`config.mk`:
```
export PLATFORM = sky130hd
export DESIGN_NAME = timer_apb_seq
export DESIGN_NICKNAME = d
export VERILOG_FILES = /design/src/rtl/timer_apb_seq.sv
export SDC_FILE = /design/constraint.sdc
export NUM_CORES = 1
export LEC_CHECK = 0
export BUFFER_PORTS_ARGS = -buffer_cell sky130_fd_sc_hd__buf_4
export CAP_MARGIN = 20
export CORE_MARGIN = 4
export CORE_UTILIZATION = 34
export CTS_CLUSTER_SIZE = 16
export DETAILED_ROUTE_END_ITERATION = 10
export GPL_ROUTABILITY_DRIVEN = 0
export GPL_TIMING_DRIVEN = 0
export PLACE_DENSITY = 0.57
export SLEW_MARGIN = 20
export SYNTH_ARGS = -nofsm -noshare
export SYNTH_HDL_FRONTEND = slang
export SYNTH_SLANG_ARGS = --single-unit
```
`constraint.sdc`:
```
create_clock -name sys_clk -period 8.7 [get_ports sys_clk]
set_clock_uncertainty 0.1 [all_clocks]
set_input_delay 2.61 -clock sys_clk [delete_from_list [all_inputs] [get_ports sys_clk]]
set_output_delay 2.61 -clock sys_clk [all_outputs]
set_load 0.01 [all_outputs]
```
`src/rtl/timer_apb_seq.sv`:
```
// timer_apb_seq: APB master that programs the timer, services tim_int and reloads compare in periodic mode
// Ports: sys_clk/sys_rst (async, active-high); start/stop pulses; periodic, period, div_en, div_val sampled at start;
// tim_int level interrupt; psel/penable/pwrite/paddr/pwdata/pstrb/pready/pslverr APB master port;
// busy/active status, sticky err, evt_cnt serviced-interrupt count.
// Optional: define TIMER_APB_SEQ_TIMEOUT_EN to abort a transfer after TIMEOUT cycles without pready.
module timer_apb_seq #(
  parameter logic [11:0] ADDR_TCR   = 12'h000,
  parameter logic [11:0] ADDR_TDR0  = 12'h004,
  parameter logic [11:0] ADDR_TDR1  = 12'h008,
  parameter logic [11:0] ADDR_TCMP0 = 12'h00C,
  parameter logic [11:0] ADDR_TCMP1 = 12'h010,
  parameter logic [11:0] ADDR_TIER  = 12'h014,
  parameter logic [11:0] ADDR_TISR  = 12'h018,
  parameter int          TIMEOUT    = 256
) (
  input  logic        sys_clk,
  input  logic        sys_rst,
  input  logic        start,
  input  logic        stop,
  input  logic        periodic,
  input  logic [63:0] period,
  input  logic        div_en,
  input  logic [3:0]  div_val,
  input  logic        tim_int,
  output logic        psel,
  output logic        penable,
  output logic        pwrite,
  output logic [11:0] paddr,
  output logic [31:0] pwdata,
  output logic [3:0]  pstrb,
  input  logic        pready,
  input  logic        pslverr,
  output logic        busy,
  output logic        active,
  output logic        err,
  output logic [15:0] evt_cnt
);
`ifdef TIMER_APB_SEQ_TIMEOUT_EN
  localparam logic TO_EN = 1'b1;
`else
  localparam logic TO_EN = 1'b0;
`endif
  typedef enum logic [2:0] {IDLE, CFG, ACTIVE, SVC, STOP} state_t;
  typedef enum logic [1:0] {GAP, SETUP, ACCESS} phase_t;
  state_t      state_q, state_d;
  phase_t      phase_q, phase_d;
  logic [2:0]  step_q, step_d, n_wr;
  logic [63:0] cmp_q, cmp_d, per_val_q, per_val_d;
  logic        per_q, per_d, den_q, den_d, stop_q, stop_d, err_q, err_d;
  logic [3:0]  dval_q, dval_d;
  logic [15:0] evt_q, evt_d;
  logic [31:0] wcnt_q, wcnt_d;
  logic [11:0] addr;
  logic [31:0] data;
  logic        stop_pend, to_hit;
  assign psel    = phase_q != GAP;
  assign penable = phase_q == ACCESS;
  assign pwrite  = psel;
  assign pstrb   = psel ? 4'hF : 4'h0;
  assign paddr   = psel ? addr : 12'h000;
  assign pwdata  = psel ? data : 32'h0;
  assign busy    = state_q != IDLE;
  assign active  = state_q == ACTIVE;
  assign err     = err_q;
  assign evt_cnt = evt_q;
  assign stop_pend = stop_q | stop;
  assign to_hit = TO_EN && phase_q == ACCESS && !pready && wcnt_q == 32'(TIMEOUT - 1);
  assign n_wr = state_q == CFG ? 3'd7 : (state_q == SVC && per_q) ? 3'd3 : 3'd2;
  // Write sequence table: address/data of the write at position step_q within each state
  always_comb begin
    addr = ADDR_TCR;
    data = 32'h0;
    case (state_q)
      CFG: case (step_q)
        3'd0: addr = ADDR_TCR;
        3'd1: addr = ADDR_TDR0;
        3'd2: addr = ADDR_TDR1;
        3'd3: begin addr = ADDR_TCMP0; data = cmp_q[31:0]; end
        3'd4: begin addr = ADDR_TCMP1; data = cmp_q[63:32]; end
        3'd5: begin addr = ADDR_TIER; data = 32'h1; end
        default: data = {20'b0, dval_q, 6'b0, den_q, 1'b1};
      endcase
      SVC: case (step_q)
        3'd0: begin addr = ADDR_TISR; data = 32'h1; end
        3'd1: begin addr = per_q ? ADDR_TCMP0 : ADDR_TCR; data = per_q ? cmp_q[31:0] : 32'h0; end
        default: begin addr = ADDR_TCMP1; data = cmp_q[63:32]; end
      endcase
      STOP: begin
        addr = step_q == 3'd0 ? ADDR_TCR : ADDR_TISR;
        data = step_q == 3'd0 ? 32'h0 : 32'h1;
      end
      default: ;
    endcase
  end
  always_comb begin
    state_d   = state_q;
    phase_d   = phase_q;
    step_d    = step_q;
    cmp_d     = cmp_q;
    per_val_d = per_val_q;
    per_d     = per_q;
    den_d     = den_q;
    dval_d    = dval_q;
    stop_d    = stop_q;
    err_d     = err_q;
    evt_d     = evt_q;
    wcnt_d    = (phase_q == ACCESS && !pready) ? wcnt_q + 32'd1 : 32'd0;
    if ((state_q == CFG || state_q == SVC) && stop) stop_d = 1'b1;
    case (state_q)
      IDLE: if (start) begin
        per_d     = periodic;
        per_val_d = period;
        cmp_d     = period;
        den_d     = div_en;
        dval_d    = div_val;
        err_d     = 1'b0;
        evt_d     = 16'h0;
        stop_d    = 1'b0;
        state_d   = CFG;
        phase_d   = SETUP;
        step_d    = 3'd0;
      end
      ACTIVE: if (stop || tim_int) begin
        state_d = stop ? STOP : SVC;
        phase_d = SETUP;
        step_d  = 3'd0;
      end
      default: begin
        if (phase_q == SETUP) phase_d = ACCESS;
        else if (phase_q == ACCESS) begin
          if (pready && pslverr || to_hit) begin
            err_d   = 1'b1;
            state_d = IDLE;
            phase_d = GAP;
            stop_d  = 1'b0;
          end else if (pready) begin
            phase_d = GAP;
            step_d  = step_q + 3'd1;
            if (state_q == SVC && step_q == 3'd0) begin
              evt_d = evt_q + 16'(evt_q != 16'hFFFF);
              cmp_d = cmp_q + per_val_q;
            end
          end
        end else if (state_q != STOP && stop_pend) begin
          state_d = STOP;
          phase_d = SETUP;
          step_d  = 3'd0;
          stop_d  = 1'b0;
        end else if (step_q == n_wr) begin
          state_d = (state_q == CFG || (state_q == SVC && per_q)) ? ACTIVE : IDLE;
          step_d  = 3'd0;
        end else phase_d = SETUP;
      end
    endcase
  end
  always_ff @(posedge sys_clk or posedge sys_rst) begin
    if (sys_rst) begin
      state_q   <= IDLE;
      phase_q   <= GAP;
      step_q    <= 3'd0;
      cmp_q     <= 64'h0;
      per_val_q <= 64'h0;
      per_q     <= 1'b0;
      den_q     <= 1'b0;
      dval_q    <= 4'h0;
      stop_q    <= 1'b0;
      err_q     <= 1'b0;
      evt_q     <= 16'h0;
      wcnt_q    <= 32'h0;
    end else begin
      state_q   <= state_d;
      phase_q   <= phase_d;
      step_q    <= step_d;
      cmp_q     <= cmp_d;
      per_val_q <= per_val_d;
      per_q     <= per_d;
      den_q     <= den_d;
      dval_q    <= dval_d;
      stop_q    <= stop_d;
      err_q     <= err_d;
      evt_q     <= evt_d;
      wcnt_q    <= wcnt_d;
    end
  end
endmodule

```
### After elaboration in Yosys (flattened, before gate mapping)

Cells that the tools add are included.

| word-level totals | value |
|---|---|
| flip-flop bits (word level) | 160 |
| latch bits | 0 |
| RAM bits | 0 |
| ROM bits | 0 |
| input bits | 77 |
| output and inout port bits | 70 |
| word-level logic and storage cells | 133 |
| memories kept | 0 |

| cells by class | value |
|---|---|
| add/sub/neg operators | 3 |
| multipliers | 0 |
| divide/modulo/power cells | 0 |
| $lt $le $gt $ge | 0 |
| eq/ne operators | 24 |
| shift-type cells | 0 |
| multiplexer cells | 69 |
| bitwise operators | 2 |
| reductions and logical operators | 24 |

Operators with widths:

| operator | count |
|---|---|
| 64-bit 2-to-1 mux | 6 |
| 32-bit one-hot mux with 4 select lines | 1 |
| 64-bit one-hot mux with 2 select lines | 1 |
| 16-bit 2-to-1 mux | 6 |
| 32-bit one-hot mux with 3 select lines | 1 |
| 64-bit adder | 1 |
| 32-bit 2-to-1 mux | 2 |
| 32-bit one-hot mux with 2 select lines | 1 |
| 3-bit 2-to-1 mux | 17 |
| 16-bit one-hot mux with 2 select lines | 1 |
| 5-bit one-hot mux with 5 select lines | 1 |
| 2-bit 2-to-1 mux | 9 |
| 16-bit by 1-bit adder with 16-bit output | 1 |
| 16-bit inequality test (second input constant) | 1 |
| 5-bit one-hot mux with 3 select lines | 1 |
| 3-bit by 2-bit == test with 1-bit output (second input constant) | 4 |
| 1-bit 2-to-1 mux | 12 |
| 12-bit 2-to-1 mux | 1 |
| 3-bit one-hot mux with 2 select lines | 2 |
| 5-bit one-hot mux with 2 select lines | 1 |
| 5-bit AND reduction | 2 |
| 2-bit nonzero test | 5 |
| 3-bit == test (second input constant) | 3 |
| 4-bit 2-to-1 mux | 2 |
| 28 further kinds | 40 |

### Longest topological paths before layout

| depth | value |
|---|---|
| depth after elaboration | 10 |
| gate-level depth with buffers | 13 |
| mapped depth without buffers | 13 |

### Worst setup path before layout

No wires, ideal clock.

| timing path | value |
|---|---|
| kind | register -> output |
| from | reg state_q[0] |
| to | out pwdata[12] |
| arrival time | 2.437 ns |
| required time | 5.990 ns |
| setup slack | 3.553 ns |
| cell stages (with the launch flop) | 11 |
| buffers on the path | 3 |
| cell sequence | dfrtp_1 clkbuf_1 inv_1 nor2_1 nand2_1 nor3_1 a31o_2 clkbuf_1 clkbuf_1 a22oi_1 nor2_1 |

| on the way | value |
|---|---|
| longest elaborated chain between the ends | 3 |
| elaborated cells on any way between the ends | 5 |
| classes of those cells | 3 x eq/ne; 2 x mux |

RTL lines:

| what | RTL line | RTL |
|---|---|---|
| start: declaration | 45 | `state_t state_q, state_d;` |
| start signal: assignment | 171 | `state_q <= state_d;` |
| 3-bit == test (tied with other cells) | 73 | `case (state_q)` |
| 32-bit one-hot mux with 3 select lines (*) | 73 |  |
| 32-bit 2-to-1 mux (*) | 61 | `assign pwdata = psel ? data : 32'h0;` |
| end: declaration | 29 | `output logic [31:0] pwdata,` |

Every way passes the cells marked *; elsewhere a longest branch is shown, timed or not.

### Worst setup path after layout

| timing path | value |
|---|---|
| from | reg state_q[0] |
| to | out pwdata[20] |

The elaborated chain is that of the path after synthesis.

==> summary.txt <==
Synth
  • Synthesized cell area: 0.01151 mm2
  • Mean post-synth cell area: 7.740 um2
  • Synthesized flop and latch total: 160
  • Share of the synthesized area in the top cell type: 34.79%
  • Dominant cells by area after synthesis: dfrtp_1 35%, nand2_1 11%, ha_1 8.3%
  • EDFF count, synth: 0
  • YS warnings: 0
  • Main synth FF type: dfrtp_1
  • Cell count after synthesis: 1487
  • Async set-reset flop share out of synthesis: 100.0%
  • Area leader, netlist: dfrtp_1
  • Synth unique cells: 70
  • Seq/Total Area, Yosys: 34.79%

Routing
  • Vias: 11490
  • Routed Antenna Nets: 0
  • Via density: 5.431
  • Final Routed Wirelength: 41910 um
  • Initial drt markers: 1006
  • First-pass iteration count of the detailed router: 6
  • Number of remaining DRC errors: 0
  • Post-DR wirelength/cell: 19.82 um

STA
  • Fin. max-slew vios: 0
  • Setup slack after layout: 1872 ps
  • Final setup fails: 0
  • Final hold viol count: 0
  • Rel. slew slack: 34.05%
  • Crit share post-route: 78.48%
  • Measured slew at the worst slew-check pin: 981.1 ps
  • Setup TNS: 0 ps
  • Unrepaired setup endpoints after global routing: no
  • Fmax: 0.1465 GHz
  • Final Hold Slack: 386.0 ps
  • Clock period minus worst slack: 6828 ps

Clocking
  • CTS resizes: 0
  • CTS sink count: 160
  • Root Driver: clkbuf_16
  • TritonCTS Buffers: 17
  • Clk_lat worst skew: 450 ps
  • Number of setup buffers added after CTS: 0
  • CTS Buffer Depth: 2
  • H-tree depth: 4
  • CTS tree: done
  • Clk slew on worst S/H paths: 70 ps
  • Hold buffers post-CTS: 0

Setup path
  • Element type at the critical path end: primary output
  • Worst EP arrival: 4120 ps
  • Crit path max fanout: 10
  • Slowest cell on the critical path: nor3_1
  • WP data required: 5990 ps
  • WS Path Type: reg2out
  • CP dominant cell by count: clkbuf_1
  • CP peak stage delay: 600 ps
  • Worst-path cell chain: clkbuf_1 -> inv_1 -> nor2_1 -> nand2_1 -> nor3_1 -> a31o_2 -> clkbuf_1 -> clkbuf_1 -> a22oi_1 -> nor2_1 -> buf_4
  • Startpoint Class: flip-flop

Outcome
  • Status: complete, no violations

Finish
  • Final nets: 1807
  • Share of layout cells above drive strength 1: 12.36%
  • Area growth from synthesis to layout: 19.81%
  • Filler Cell Count: 3484
  • Highest-count cells in the layout ignoring fill and taps: 339 x nand2_1, 160 x dfrtp_1, 151 x buf_4, 142 x nor2_1, 142 x a21oi_1
  • Post-route design area: 0.01379 mm2
  • Fin util: 41.23%
  • Final Non-Filler Cells: 2115
  • Most common cell after layout, fill and taps aside: nand2_1

Die
  • Die extent in y: 192.0 um
  • Starting density of the core: 34.41%
  • Die area: 0.03686 mm2
  • Ports: 147
  • # rows: 67
  • Core area: 0.03345 mm2
  • Die Wd: 192.0 um

Placed design
  • I/O Buffers: 137
  • Cell Area, Placed: 0.01319 mm2
  • Placed Cells: 2082
  • HPWL after DPL: 32100 um
  • Dpl ws: 2393 ps

GRT
  • First-pass GRT wire length: 64370 um
  • Initial antenna violation count: 1
  • Vias in the first global route: 10970
  • GRT Overall Usage: 22.60%
  • Largest net degree at the start of global routing: 82
  • Gr ovfl total: 0

Flow run
  • Max-cap check violation count: 0

Pwr
  • Max VDD drop: 0.1744 mV
  • Total power: 6.480 mW
  • Power per cell area: 469.9 mW/mm2
  • Pleak: 6.385 nW

Min path
  • Worst hold path class: reg2reg
[registers in the layout, indices dropped and copies added (netlist names)]
signal     count
cmp_q         64
den_q          1
dval_q         4
err            1
evt_cnt       16
per_q          1
per_val_q     64
phase_q        2
state_q        3
step_q         3
stop_q         1
[critical path: cells and delay by family, from the launching register on]
family          cells  cell delay (ps)
buf+inv             5             1540
simple gates        4             1380
compound gates      2              430
flops               1              320
[power breakdown]
group          leakage [nW]  total [mW]  switching, mW  internal, mW
clock network         0.295       0.789          0.367         0.422
registers              1.93        1.39          0.318          1.07
logic                  4.16        4.30           2.74          1.57
[per-layer routing]
layer	track usage [%]	part of all wire [%]
met5	0	0
met4	9.462	4.0
met3	3.926	5.4
met2	34.38	44
met1	31.78	46
[cell families after synthesis]
logic type	count (synthesis)	synth area share [%]
XOR/XNOR	65	4.946
AO/OA/AOI/OAI	423	23.25
AND/OR/NAND/NOR	617	22.84
other	1	0.03258
multiplexers	9	0.8370
buffers and inverters	135	4.870
adder cells (fa/ha/maj)	77	8.436
flip-flops	160	34.79
[final timing paths]
kind	from	endpoint	slack, ps	cells after the start
max	state_q[0]$_DFFE_PP0P_	pwdata[20]	1870	11
min	per_val_q[41]$_DFFE_PP0P_	per_val_q[41]$_DFFE_PP0P_	390	2
max reg2reg	cmp_q[0]$_DFFE_PP0P_	cmp_q[60]$_DFFE_PP0P_	4250	13
min reg2reg	per_val_q[41]$_DFFE_PP0P_	per_val_q[41]$_DFFE_PP0P_	390	2
max in group asynchronous	sys_rst	evt_cnt[1]$_DFFE_PP0P_	5950	3
min in group asynchronous	sys_rst	phase_q[0]$_DFFE_PP0P_	2140	3
[layout make-up]
class	count	area, um2	share of cell area (%)
antenna	1	2.502	0.01815
clock buffer	19	452.9	3.285
inverter	31	123.9	0.8983
multi-input combinational	1200	6975	50.59
clock inverter	13	142.6	1.034
buffer	104	444.2	3.221
sequential	160	4004	29.04
timing repair buffer	139	1084	7.858
tap	448	560.5	4.065
[synthesized netlist by cell type, drive strengths merged (3+ instances only)]
| cell | number |
|---|---|
| nand2 | 339 |
| dfrtp | 160 |
| a21oi | 143 |
| nor2 | 142 |
| o21ai | 88 |
| clkbuf | 83 |
| ha | 76 |
| a21o | 35 |
| a22oi | 33 |
| nand4 | 33 |
| xor2 | 33 |
| xnor2 | 32 |
| a31oi | 30 |
| inv | 30 |
| buf | 21 |
| nand3 | 21 |
| nor3 | 16 |
| o21bai | 13 |
| and3 | 12 |
| or3 | 11 |
| a211oi | 10 |
| nor2b | 10 |
| and2 | 9 |
| o211ai | 9 |
| nor4 | 8 |
| o21a | 8 |
| nand2b | 7 |
| a222oi | 6 |
| o31ai | 6 |
| a221oi | 5 |
| a31o | 5 |
| mux2 | 5 |
| mux2i | 4 |
| o22ai | 4 |
| a41oi | 3 |
| nor3b | 3 |
| o2111ai | 3 |
| o221ai | 3 |
(Power assumes the default switching activity.)
